===== config.mk =====
export PLATFORM = sky130hd
export DESIGN_NAME = intr_request_gen
export DESIGN_NICKNAME = d
export VERILOG_FILES = /design/src/rtl/intr_request_gen.sv
export SDC_FILE = /design/constraint.sdc
export NUM_CORES = 1
export LEC_CHECK = 0
export CORE_UTILIZATION = 30
export CTS_BUF_LIST = sky130_fd_sc_hd__clkbuf_2 sky130_fd_sc_hd__clkbuf_4 sky130_fd_sc_hd__clkbuf_8
export CTS_CLUSTER_SIZE = 10
export DETAILED_ROUTE_END_ITERATION = 12
export PLACE_DENSITY = 0.6
export SLEW_MARGIN = 40
export SYNTH_ARGS = -nofsm -noshare
export SYNTH_HDL_FRONTEND = slang
export SYNTH_SLANG_ARGS = --single-unit

===== constraint.sdc =====
create_clock -name clk -period 1.7 [get_ports clk]
set_input_delay 0.34 -clock clk [delete_from_list [all_inputs] [get_ports clk]]
set_output_delay 0.34 -clock clk [all_outputs]
set_load 0.005 [all_outputs]

===== src/rtl/intr_request_gen.sv =====
// Peripheral interrupt requester: event edges become level requests with a drop/re-arm ack handshake.
// Latency: event edge to intr_req is 1 cycle; queued events are counted per source and saturate with a sticky ovf flag.
module intr_request_gen #(
    parameter int NUM_SRC = 2,
    parameter int CNT_W   = 4
) (
    input  logic                     clk,
    input  logic                     reset,
    input  logic [NUM_SRC-1:0]       evt_in,
    input  logic [NUM_SRC-1:0]       src_en,
    input  logic [NUM_SRC-1:0]       intr_ack,
    input  logic [NUM_SRC-1:0]       ovf_clr,
    output logic [NUM_SRC-1:0]       intr_req,
    output logic [NUM_SRC*CNT_W-1:0] pend_cnt,
    output logic [NUM_SRC-1:0]       ovf,
    output logic [NUM_SRC-1:0]       busy
);

    localparam logic [1:0] ST_IDLE = 2'd0;
    localparam logic [1:0] ST_REQ  = 2'd1;
    localparam logic [1:0] ST_DROP = 2'd2;

    localparam logic [CNT_W-1:0] CNT_MAX = {CNT_W{1'b1}};
    localparam logic [CNT_W-1:0] CNT_ONE = {{(CNT_W-1){1'b0}}, 1'b1};

    logic [NUM_SRC-1:0] evt_q;

    always_ff @(posedge clk) begin
        if (reset) begin
            evt_q <= '0;
        end else begin
            evt_q <= evt_in;
        end
    end

    for (genvar i = 0; i < NUM_SRC; i++) begin : g_src
        logic [1:0]       state;
        logic [1:0]       state_nxt;
        logic [CNT_W-1:0] cnt;
        logic [CNT_W-1:0] cnt_nxt;
        logic             ovf_r;
        logic             ovf_nxt;
        logic             evt_edge;
        logic             take;
        logic             sat_hit;

        always_comb begin
            evt_edge = evt_in[i] & ~evt_q[i] & src_en[i];
            take     = (state == ST_REQ) & intr_ack[i] & src_en[i];
            sat_hit  = evt_edge & ~take & (cnt == CNT_MAX);

            // An edge and an ack-take in the same cycle cancel out.
            cnt_nxt = cnt;
            if (!src_en[i]) begin
                cnt_nxt = '0;
            end else if (evt_edge && !take && cnt != CNT_MAX) begin
                cnt_nxt = cnt + CNT_ONE;
            end else if (take && !evt_edge) begin
                cnt_nxt = cnt - CNT_ONE;
            end

            ovf_nxt = ovf_r;
            if (sat_hit) begin
                ovf_nxt = 1'b1;
            end else if (ovf_clr[i]) begin
                ovf_nxt = 1'b0;
            end

            state_nxt = state;
            case (state)
                ST_IDLE: begin
                    if (evt_edge || (cnt != '0 && src_en[i])) state_nxt = ST_REQ;
                end
                ST_REQ: begin
                    if (!src_en[i])  state_nxt = ST_IDLE;
                    else if (take)   state_nxt = ST_DROP;
                end
                ST_DROP: begin
                    // Re-arm only once the controller has released its ack.
                    if (!intr_ack[i]) begin
                        state_nxt = (cnt_nxt != '0 && src_en[i]) ? ST_REQ : ST_IDLE;
                    end
                end
                default: state_nxt = ST_IDLE;
            endcase
        end

        always_ff @(posedge clk) begin
            if (reset) begin
                state <= ST_IDLE;
                cnt   <= '0;
                ovf_r <= 1'b0;
            end else begin
                state <= state_nxt;
                cnt   <= cnt_nxt;
                ovf_r <= ovf_nxt;
            end
        end

        assign intr_req[i]                 = (state == ST_REQ);
        assign busy[i]                     = (state != ST_IDLE);
        assign ovf[i]                      = ovf_r;
        assign pend_cnt[i*CNT_W +: CNT_W]  = cnt;
    end

endmodule


### Yosys cells after proc, flatten, opt, wreduce, memory -nomap -nowiden

Index checks and enable logic that the tools add are counted.
W data, S select, Z words.

| operators by class | value |
|---|---|
| add/subtract/negate cells | 4 |
| eq/ne operators | 14 |
| mux-type cells | 22 |
| bitwise gates (word level) | 16 |
| reduce and logical (&&, ||, !) cells | 28 |

Operators by type and width:

| cell | count |
|---|---|
| $mux W4 | 6 |
| $mux W2 | 8 |
| $reduce_bool A4 Y1 | 4 |
| $and A1 B1 Y1 | 12 |
| $pmux W2 S3 | 2 |
| $logic_and A1 B1 Y1 | 10 |
| $add A4 B1 Y4 const B | 2 |
| $eq A4 B4 Y1 const B | 2 |
| $ne A2 B2 Y1 const B | 4 |
| $ne A4 B4 Y1 const B | 2 |
| $reduce_bool A2 Y1 | 4 |
| $sub A4 B1 Y4 const B | 2 |
| $mux W1 | 6 |
| $ne A3 B2 Y1 const B | 2 |
| $reduce_and A3 Y1 | 2 |
| $eq A2 B1 Y1 const B | 2 |
| $eq A2 B2 Y1 const B | 2 |
| $logic_not A1 Y1 | 4 |
| $logic_not A2 Y1 | 2 |
| $not A1 Y1 | 4 |
| $logic_or A1 B1 Y1 | 2 |

| word-level totals | value |
|---|---|
| flip-flop bits (word level) | 16 |
| bits of input ports | 10 |
| output and inout bits | 14 |
| logic and storage cells | 91 |

### Depth between registers and ports, before layout

Gate-level depths: netlist of the first run.

| depth | value |
|---|---|
| word-level depth | 13 |
| depth in mapped cells | 7 |
| mapped depth without buffers | 7 |

### Worst setup path before layout of the first run

No wires, ideal clock.

| timing path | value |
|---|---|
| path kind | reg-to-reg |
| start point | reg g_src[0].cnt[0] |
| end point | reg g_src[0].state[0] |
| setup time | 103 ps |
| arrival | 1,525 ps |
| data required time | 1,597 ps |
| setup slack | 71 ps |
| cell stages (with the launch flop) | 8 |
| path buffers | 0 |
| period minus slack after synthesis | 1,629 ps |
| cells stage by stage | dfxtp_1 -> ha_1 -> nand3_1 -> nand4_2 -> o22ai_2 -> xor2_1 -> a21oi_1 -> a2111oi_2 |

| between the ends | value |
|---|---|
| longest elaborated chain between the ends | 9 |
| elaborated cells on any way between the ends | 17 |
| those cells by class | add/sub: 2; eq/ne: 2; mux: 6; reduce/logical: 7 |

RTL lines:

| element | RTL line | RTL |
|---|---|---|
| start: declaration | 39 | `logic [CNT_W-1:0] cnt;` |
| start signal: assignment | 95 | `cnt <= cnt_nxt;` |
| $sub A4 B1 Y4 or $ne A4 B4 Y1 (tied branches) | 59, 56 |  |
| $mux W4 or $logic_and A1 B1 Y1 (tied branches) | 58, 56 |  |
| $mux W4 | 56 | `end else if (evt_edge && !take && cnt != CNT_MAX) begin` |
| $mux W4 | 54 | `if (!src_en[i]) begin` |
| $reduce_bool A4 Y1 | 81 | `state_nxt = (cnt_nxt != '0 && src_en[i]) ? ST_REQ : ST_IDLE;` |
| $logic_and A1 B1 Y1 | 81 |  |
| $mux W1 | 81 |  |
| $mux W2 | 80 | `if (!intr_ack[i]) begin` |
| $pmux W2 S3 | 70 | `case (state)` |
| end signal: assignment | 94 | `state <= state_nxt;` |
| end: declaration | 37 | `logic [1:0] state;` |

Parallel ways exist; a longest one is shown, timed or not. The select of a mux whose other input is x is not followed.
A chain may end at the register's enable or synchronous reset.

### Final worst setup path of the first run

Same ends and word-level chain as after synthesis.

==> results of run 1 <==
-- repair_timing --
action | 4_1_cts | 5_1_grt
cloned | 0 | 0
endpoints found under the hold margin | 0 | 0
hold buffers | 0 | 0
setup endpoints to repair | 6 | 10
buffers inserted | 5 | 2
pin swaps | 5 | 4
gates resized for setup | 19 | 19
-- state kept, by name (all words and copies together), names as in the netlist --
name         flops
evt_q            2
g_src.cnt        8
g_src.ovf_r      2
g_src.state      4
-- cells in the final DEF, fill, tap and decap left out, types with 3 or more instances in the layout --
| master | instances |
|---|---|
| sky130_fd_sc_hd__dlygate4sd2_1 | 4 |
| sky130_fd_sc_hd__nor2_1 | 16 |
| sky130_fd_sc_hd__nand2b_1 | 7 |
| sky130_fd_sc_hd__dfxtp_4 | 4 |
| sky130_fd_sc_hd__buf_4 | 23 |
| sky130_fd_sc_hd__nor2b_1 | 3 |
| sky130_fd_sc_hd__dlymetal6s2s_1 | 4 |
| sky130_fd_sc_hd__dfxtp_2 | 7 |
| sky130_fd_sc_hd__clkdlybuf4s50_1 | 15 |
| sky130_fd_sc_hd__nand2_1 | 8 |
| sky130_fd_sc_hd__inv_1 | 9 |
| sky130_fd_sc_hd__ha_1 | 3 |
| sky130_fd_sc_hd__a21oi_1 | 4 |
| sky130_fd_sc_hd__nand3_1 | 4 |
| sky130_fd_sc_hd__dfxtp_1 | 5 |
| sky130_fd_sc_hd__clkbuf_4 | 3 |
-- power breakdown --
part	leakage [nW]	internal [W]	switching, W
Combinational	0.549	0.000110	0.0000859
Clock	0.0210	0.000130	0.000124
Sequential	0.136	0.000381	0.0000130
-- synth_stat cells, drive strengths merged --
cell type	number	area (um2)
a41oi	1	8.76
xor2	2	17.5
a311o	1	10.0
a2111oi	1	15.0
a211o	1	8.76
a311oi	1	8.76
nor2	16	60.1
dfxtp	16	320
a2bb2oi	1	8.76
a21oi	5	25.0
nand4	3	25.0
nor3	2	10.0
nand3	6	42.5
nand2b	7	43.8
and3b	2	21.3
nor3b	2	15.0
o22ai	2	18.8
ha	4	50.1
nand2	8	30.0
o2bb2ai	1	8.76
and2b	2	16.3
inv	9	33.8
maj3	2	20.0
nand3b	2	18.8
a31oi	2	18.8
and3	1	6.26
o211ai	1	7.51
xnor2	2	17.5
nor4b	1	8.76
nor2b	5	31.3
o221ai	1	8.76
a221oi	1	8.76
buf	2	15.0
or2	2	12.5
mux2i	2	20.0
o21ai	4	20.0
nand4b	1	8.76
nor4	2	12.5
or3	1	6.26
-- metal layers --
metal / vias up / global-route usage (%) / share of wire, %
met4: 0 / 9.74 / 2.5
li1: 547 / - / -
met2: 38 / 27.0 / 49
met3: 6 / 3.20 / 4.7
met5: - / 0 / 0
met1: 517 / 18.4 / 44
-- through the flow --
step | setup WS [ps] | total power (W)
floorplan | 71.5 | 0.000488
CTS | 0.361 | 0.000848
global placement | -302 | 0.000582
global route | -71.9 | 0.000892
detailed placement | -400 | 0.000586
finish | 25.5 | 0.000845
-- worst paths after layout --
check | to | slack, ps | cells past startpoint
worst max-delay path | g_src[0].state[0] | 30 | 6
worst min-delay path | g_src[1].ovf_r | 480 | 2
worst max register to register | g_src[0].state[0] | 30 | 6
worst min register to register | g_src[1].ovf_r | 480 | 2
-- worst register-to-register path, cell delays in order, from the launching register on --
cell and delay (ps):
sky130_fd_sc_hd__dfxtp_4 370, sky130_fd_sc_hd__buf_6 120, sky130_fd_sc_hd__or3_4 400, sky130_fd_sc_hd__o22ai_4 160
sky130_fd_sc_hd__xor2_2 190, sky130_fd_sc_hd__a21oi_2 50, sky130_fd_sc_hd__a2111oi_2 280
-- kinds of logic (layout without fill, tap and decap cells) --
family	after synthesis	after routing	synth area share (%)
compound gates	23	23	17.0
xor+xnor	4	4	3.37
fa+ha+maj	6	6	6.74
buf+inv	11	61	4.69
flops	16	16	30.8
mux	2	2	1.93
simple gates	63	63	35.5
-- layout make-up --
class	count	area, um2
inverter	9	33.8
clock buffer	4	36.3
timing repair buffer	48	430
fill	338	1690
multi-input combinational	98	749
tap	46	57.6
sequential	16	344
==> impl_metrics.py, run 1 <==
metrics = {
    "outcome": {
        "status": "completed",
    },
    "placement": {
        "dp_hpwl_mm": 2.01,
        "port_buffers": 23,
        "placed_area_um2": 1460,
        "globalplace.congestion": 0.828,
        "dpl.cell_count": 211,
    },
    "critical_path": {
        "critical_path_arrival_ps": 1860,
        "timing.critical_path.cells": "buf_6, or3_4, o22ai_4, xor2_2, a21oi_2, a2111oi_2",
        "worstPathRequired_ps": 1880,
        "cp-startpoint": "g_src[0].cnt[0]",
        "r2r-start": "g_src[0].cnt[0]",
        "timing.critical_path.slowest_stage_cell": "sky130_fd_sc_hd__or3_4",
        "timing.setup.critical_path_class": "flop to flop",
        "critPathMaxFanout": 3,
        "slowest_delay_ps": 400,
        "cp.buffers_inverters": 1,
        "cp-end-kind": "flop",
        "crit_family": "compound AO/OA/AOI/OAI gates",
        "cp-start-kind": "flop",
    },
    "timing": {
        "report.final.setup_viol": 0,
        "fin_worst_hold_slack_ps": 477,
        "period_needed_ps": 1670,
        "timing_hold_violations_final": 0,
        "clock.fmax_mhz": 597,
        "setup_total_negative_slack_ps": 0,
        "timing_worst_slew_pin_value_ps": 346,
        "final_min_period_over_clock_period_pct": 98.5,
        "timing.final.max_slew_violations": 0,
        "unrepaired_setup_endpoints_after_global_routing": "true",
        "slew_headroom_pct": 76.6,
        "skew_ps": 2.11,
    },
    "hold_path": {
        "timing.hold.worst.start": "g_src[1].ovf_r",
        "worst_hold_path_type": "flop to flop",
    },
    "pwr": {
        "peakVddDrop_mv": 0.279,
        "power.density_cell_area_nw_per_um2": 511,
        "total_leakage_power_nw": 0.707,
    },
    "grt": {
        "grt_start_max_net_pins": 10,
        "grt_antenna_before_repair": 0,
        "global_route.overflow_total": 0,
        "first_global_vias": 1073,
        "global_route.usage.total_pct": 15.9,
        "grt_first_pass_wirelength_mm": 4.38,
    },
    "cells_and_area": {
        "flow.area_growth_from_synthesis_pct": 58.8,
        "post_route_cells_drive_above_1_share_pct": 32.0,
        "finish.instance_area_um2": 1650,
        "fin_util_pct": 49.5,
        "diodes": 0,
        "finish.net_count": 190,
        "final_cells": 221,
    },
    "detailed_routing": {
        "drc": 0,
        "detail-route-antenna-nets": 0,
        "drt_iter0_drc": 50,
        "vias_per_cell": 5.01,
        "detail_route.first_pass.iterations": 4,
        "detail_route.wirelength_mm": 2.78,
        "route.vias.total": 1108,
        "routed_wire_length_per_instance_um": 12.6,
    },
    "clocking": {
        "insertion_delay_ps": 290,
        "cts-buffers-inserted": 3,
        "clock_input_transition_at_the_sequential_cells_of_the_worst_setup_and_hold_paths_ps": 100,
        "h-tree-depth": 1,
        "cts_buffer_depth": 2,
        "tritoncts_num_sinks": 16,
        "cts-root-buf": "sky130_fd_sc_hd__clkbuf_4",
        "tritoncts": "done",
    },
    "die": {
        "die-height_um": 60.9,
        "initial_utilization_pct": 31.2,
        "io-pin-count": 24,
        "std_cell_rows": 21,
        "floorplan_die_area_um2": 3710,
        "design.core.area_um2": 3340,
        "die_x_um": 60.9,
    },
    "yosys": {
        "synth_net_count": 139,
        "yosysSeqAreaShare_pct": 30.8,
        "postSynthCellCount": 125,
        "synth.cell_area_um2": 1040,
        "synth-seq-cells": 16,
        "yosysWarningCount": 0,
        "syn_avg_cell_area_um2": 8.32,
        "yosys.cell_types.count": 47,
    },
    "job": {
        "maxCapViolations": 0,
    },
}
No activity file was read; power rests on OpenSTA's default activity.
==> run 2: changes to the inputs <==
--- a/config.mk
+++ b/config.mk
@@ -5,11 +5,11 @@
 export SDC_FILE = /design/constraint.sdc
 export NUM_CORES = 1
 export LEC_CHECK = 0
-export CORE_UTILIZATION = 30
+export CORE_UTILIZATION = 46
 export CTS_BUF_LIST = sky130_fd_sc_hd__clkbuf_2 sky130_fd_sc_hd__clkbuf_4 sky130_fd_sc_hd__clkbuf_8
 export CTS_CLUSTER_SIZE = 10
 export DETAILED_ROUTE_END_ITERATION = 12
-export PLACE_DENSITY = 0.6
+export PLACE_DENSITY = 0.83
 export SLEW_MARGIN = 40
 export SYNTH_ARGS = -nofsm -noshare
 export SYNTH_HDL_FRONTEND = slang
==> run 2 against run 1 <==
  * The flow now finishes with violations (setup timing)
  * Via count is 4.1% higher
  * Flip-flop and latch count stayed put
  * Non-clock buffer count is 5 higher
==> impl_metrics.py, run 2 (same netlist as run 1, synthesis figures left out) <==
metrics = {
    "detailed_routing": {
        "routed_wire_length_per_instance_um": 14.9,
        "route.vias.total": 1153,
        "vias_per_cell": 5.60,
        "drt_iter0_drc": 36,
        "detail_route.first_pass.iterations": 4,
        "detail_route.wirelength_mm": 3.07,
        "drc": 0,
        "detail-route-antenna-nets": 0,
    },
    "timing": {
        "fin_ws_ps": -6.90,
        "slew_headroom_pct": 69.7,
        "timing_hold_violations_final": 0,
        "report.final.setup_viol": 1,
        "clock.fmax_mhz": 586,
        "unrepaired_setup_endpoints_after_global_routing": "true",
        "setup_total_negative_slack_ps": -6.90,
        "skew_ps": 16.7,
        "period_needed_ps": 1710,
        "final_min_period_over_clock_period_pct": 100,
        "timing_worst_slew_pin_value_ps": 449,
        "timing.final.max_slew_violations": 0,
    },
    "cells_and_area": {
        "most-common-layout-cells": "sky130_fd_sc_hd__buf_4, sky130_fd_sc_hd__clkdlybuf4s50_1, sky130_fd_sc_hd__nor2_1",
        "flow.area_growth_from_synthesis_pct": 57.8,
        "most_common_cell_after_layout_fill_and_taps_aside": "sky130_fd_sc_hd__buf_4",
        "diodes": 0,
        "post_route_cells_drive_above_1_share_pct": 33.0,
        "final_cells": 206,
        "number_of_flip_flops_in_the_largest_register": 8,
        "finish.net_count": 195,
        "largest_register": "g_src.cnt",
        "reg.largest.list": "g_src.cnt (8), g_src.state (4)",
    },
    "grt": {
        "globalRouteMet2Util_pct": 41.0,
        "gr-max-usage-layer": "met2",
        "grt_antenna_before_repair": 0,
        "grt_util_met1_pct": 25.5,
        "grt_start_max_net_pins": 9,
        "grt_first_pass_wirelength_mm": 4.33,
        "global_route.usage.total_pct": 22.7,
        "first_global_vias": 1010,
        "met3_usage_pct": 3.40,
        "global_route.overflow_total": 0,
    },
    "die": {
        "design.core.area_um2": 2040,
        "die-height_um": 49.5,
        "std_cell_rows": 16,
        "die_x_um": 49.5,
        "initial_utilization_pct": 50.9,
        "io-pin-count": 24,
        "floorplan_die_area_um2": 2450,
    },
    "pwr": {
        "peakVddDrop_mv": 0.426,
        "total_leakage_power_nw": 0.664,
        "power.density_cell_area_nw_per_um2": 497,
    },
    "critical_path": {
        "cp-startpoint": "g_src[1].state[1]",
        "critPathMaxFanout": 6,
        "critical_path_arrival_ps": 1370,
        "cp-start-kind": "flop",
        "timing.setup.critical_path_class": "flop to primary output",
        "cp-end-kind": "primary output",
        "worstPathRequired_ps": 1360,
        "r2r-start": "g_src[0].cnt[1]",
    },
    "clocking": {
        "clock_input_transition_at_the_sequential_cells_of_the_worst_setup_and_hold_paths_ps": 100,
        "cts_buffer_depth": 2,
        "tritoncts": "done",
        "h-tree-depth": 1,
        "insertion_delay_ps": 290,
        "cts.hold.buffers_added": 0,
        "cts-root-buf": "sky130_fd_sc_hd__clkbuf_4",
        "tritoncts_num_sinks": 16,
        "cts-buffers-inserted": 3,
    },
    "placement": {
        "port_buffers": 23,
        "dpl.cell_count": 198,
        "pre_cts_slack_ps": -395,
        "globalplace.congestion": 0.804,
        "dp_hpwl_mm": 2.09,
    },
    "hold_path": {
        "worst_hold_path_type": "input pin to flop",
        "timing.hold.worst.start": "intr_ack[1]",
    },
    "job": {
        "maxCapViolations": 0,
    },
    "outcome": {
        "failing_checks": "setup timing",
        "status": "finished with violations",
    },
}
run 2: final cells by class:
cell class                      instances  area [um2]
Sequential cell                        16         333
Inverter                                9        33.8
Clock buffer                            3        22.5
Multi-Input combinational cell         98         757
Fill cell                             142         402
Timing Repair Buffer                   53         460
Tap cell                               27        33.8
run 2: repair_timing:
item / CTS / global route
buffers inserted: 2 / 3
endpoints found under the hold margin: 0 / 0
setup endpoints to repair: 5 / 10
gates resized for setup: 18 / 13
pin swaps: 4 / 6
run 2: metrics by stage:
| step | total power (W) | hold slack (ps) | instance area [um2] | util, % |
|---|---|---|---|---|
| 6_report | 0.000815 | 384 | 1640 | 80.3 |
| 5_1_grt | 0.000849 | 386 | 1640 | 80.3 |
| 3_3_place_gp | 0.000591 | 469 | 1480 | 72.3 |
| 3_5_place_dp | 0.000600 | 489 | 1480 | 72.3 |
| 4_1_cts | 0.000800 | 512 | 1550 | 75.7 |
| 2_1_floorplan | 0.000488 | 409 | 1040 | - |
run 2: power by group:
| group | switching (W) | internal (W) | leakage (nW) |
|---|---|---|---|
| combinational | 0.0000966 | 0.000121 | 0.516 |
| sequential | 0.0000120 | 0.000385 | 0.134 |
| clock | 0.000118 | 0.0000823 | 0.0138 |
run 2: per-layer routing:
layer	routed length, um	vias to the layer above
li1	-	556
met2	1580	47
met5	0	-
met1	1320	542
met4	52	0
met3	116	8
run 2: final timing paths:
path	end	slack, ps	cells after the start
worst min-delay path	g_src[1].state[1]	380	2
worst max register to register	g_src[0].state[0]	50	6
worst max-delay path	busy[1]	-7	2
worst min register to register	g_src[0].ovf_r	510	2
run 2: worst max-delay path: stages (launching register included):
cell                              delay (ps)
sky130_fd_sc_hd__dfxtp_2                 370
sky130_fd_sc_hd__or2_1                   260
sky130_fd_sc_hd__clkdlybuf4s50_1         450
==> run 3: changes to the inputs <==
--- a/config.mk
+++ b/config.mk
@@ -10,7 +10,7 @@
 export CTS_CLUSTER_SIZE = 10
 export DETAILED_ROUTE_END_ITERATION = 12
 export PLACE_DENSITY = 0.83
-export SLEW_MARGIN = 40
+export SLEW_MARGIN = 20
 export SYNTH_ARGS = -nofsm -noshare
 export SYNTH_HDL_FRONTEND = slang
 export SYNTH_SLANG_ARGS = --single-unit
==> results of run 3 <==
Same layout as run 2: the final DEF is identical, and so are final timing and power.
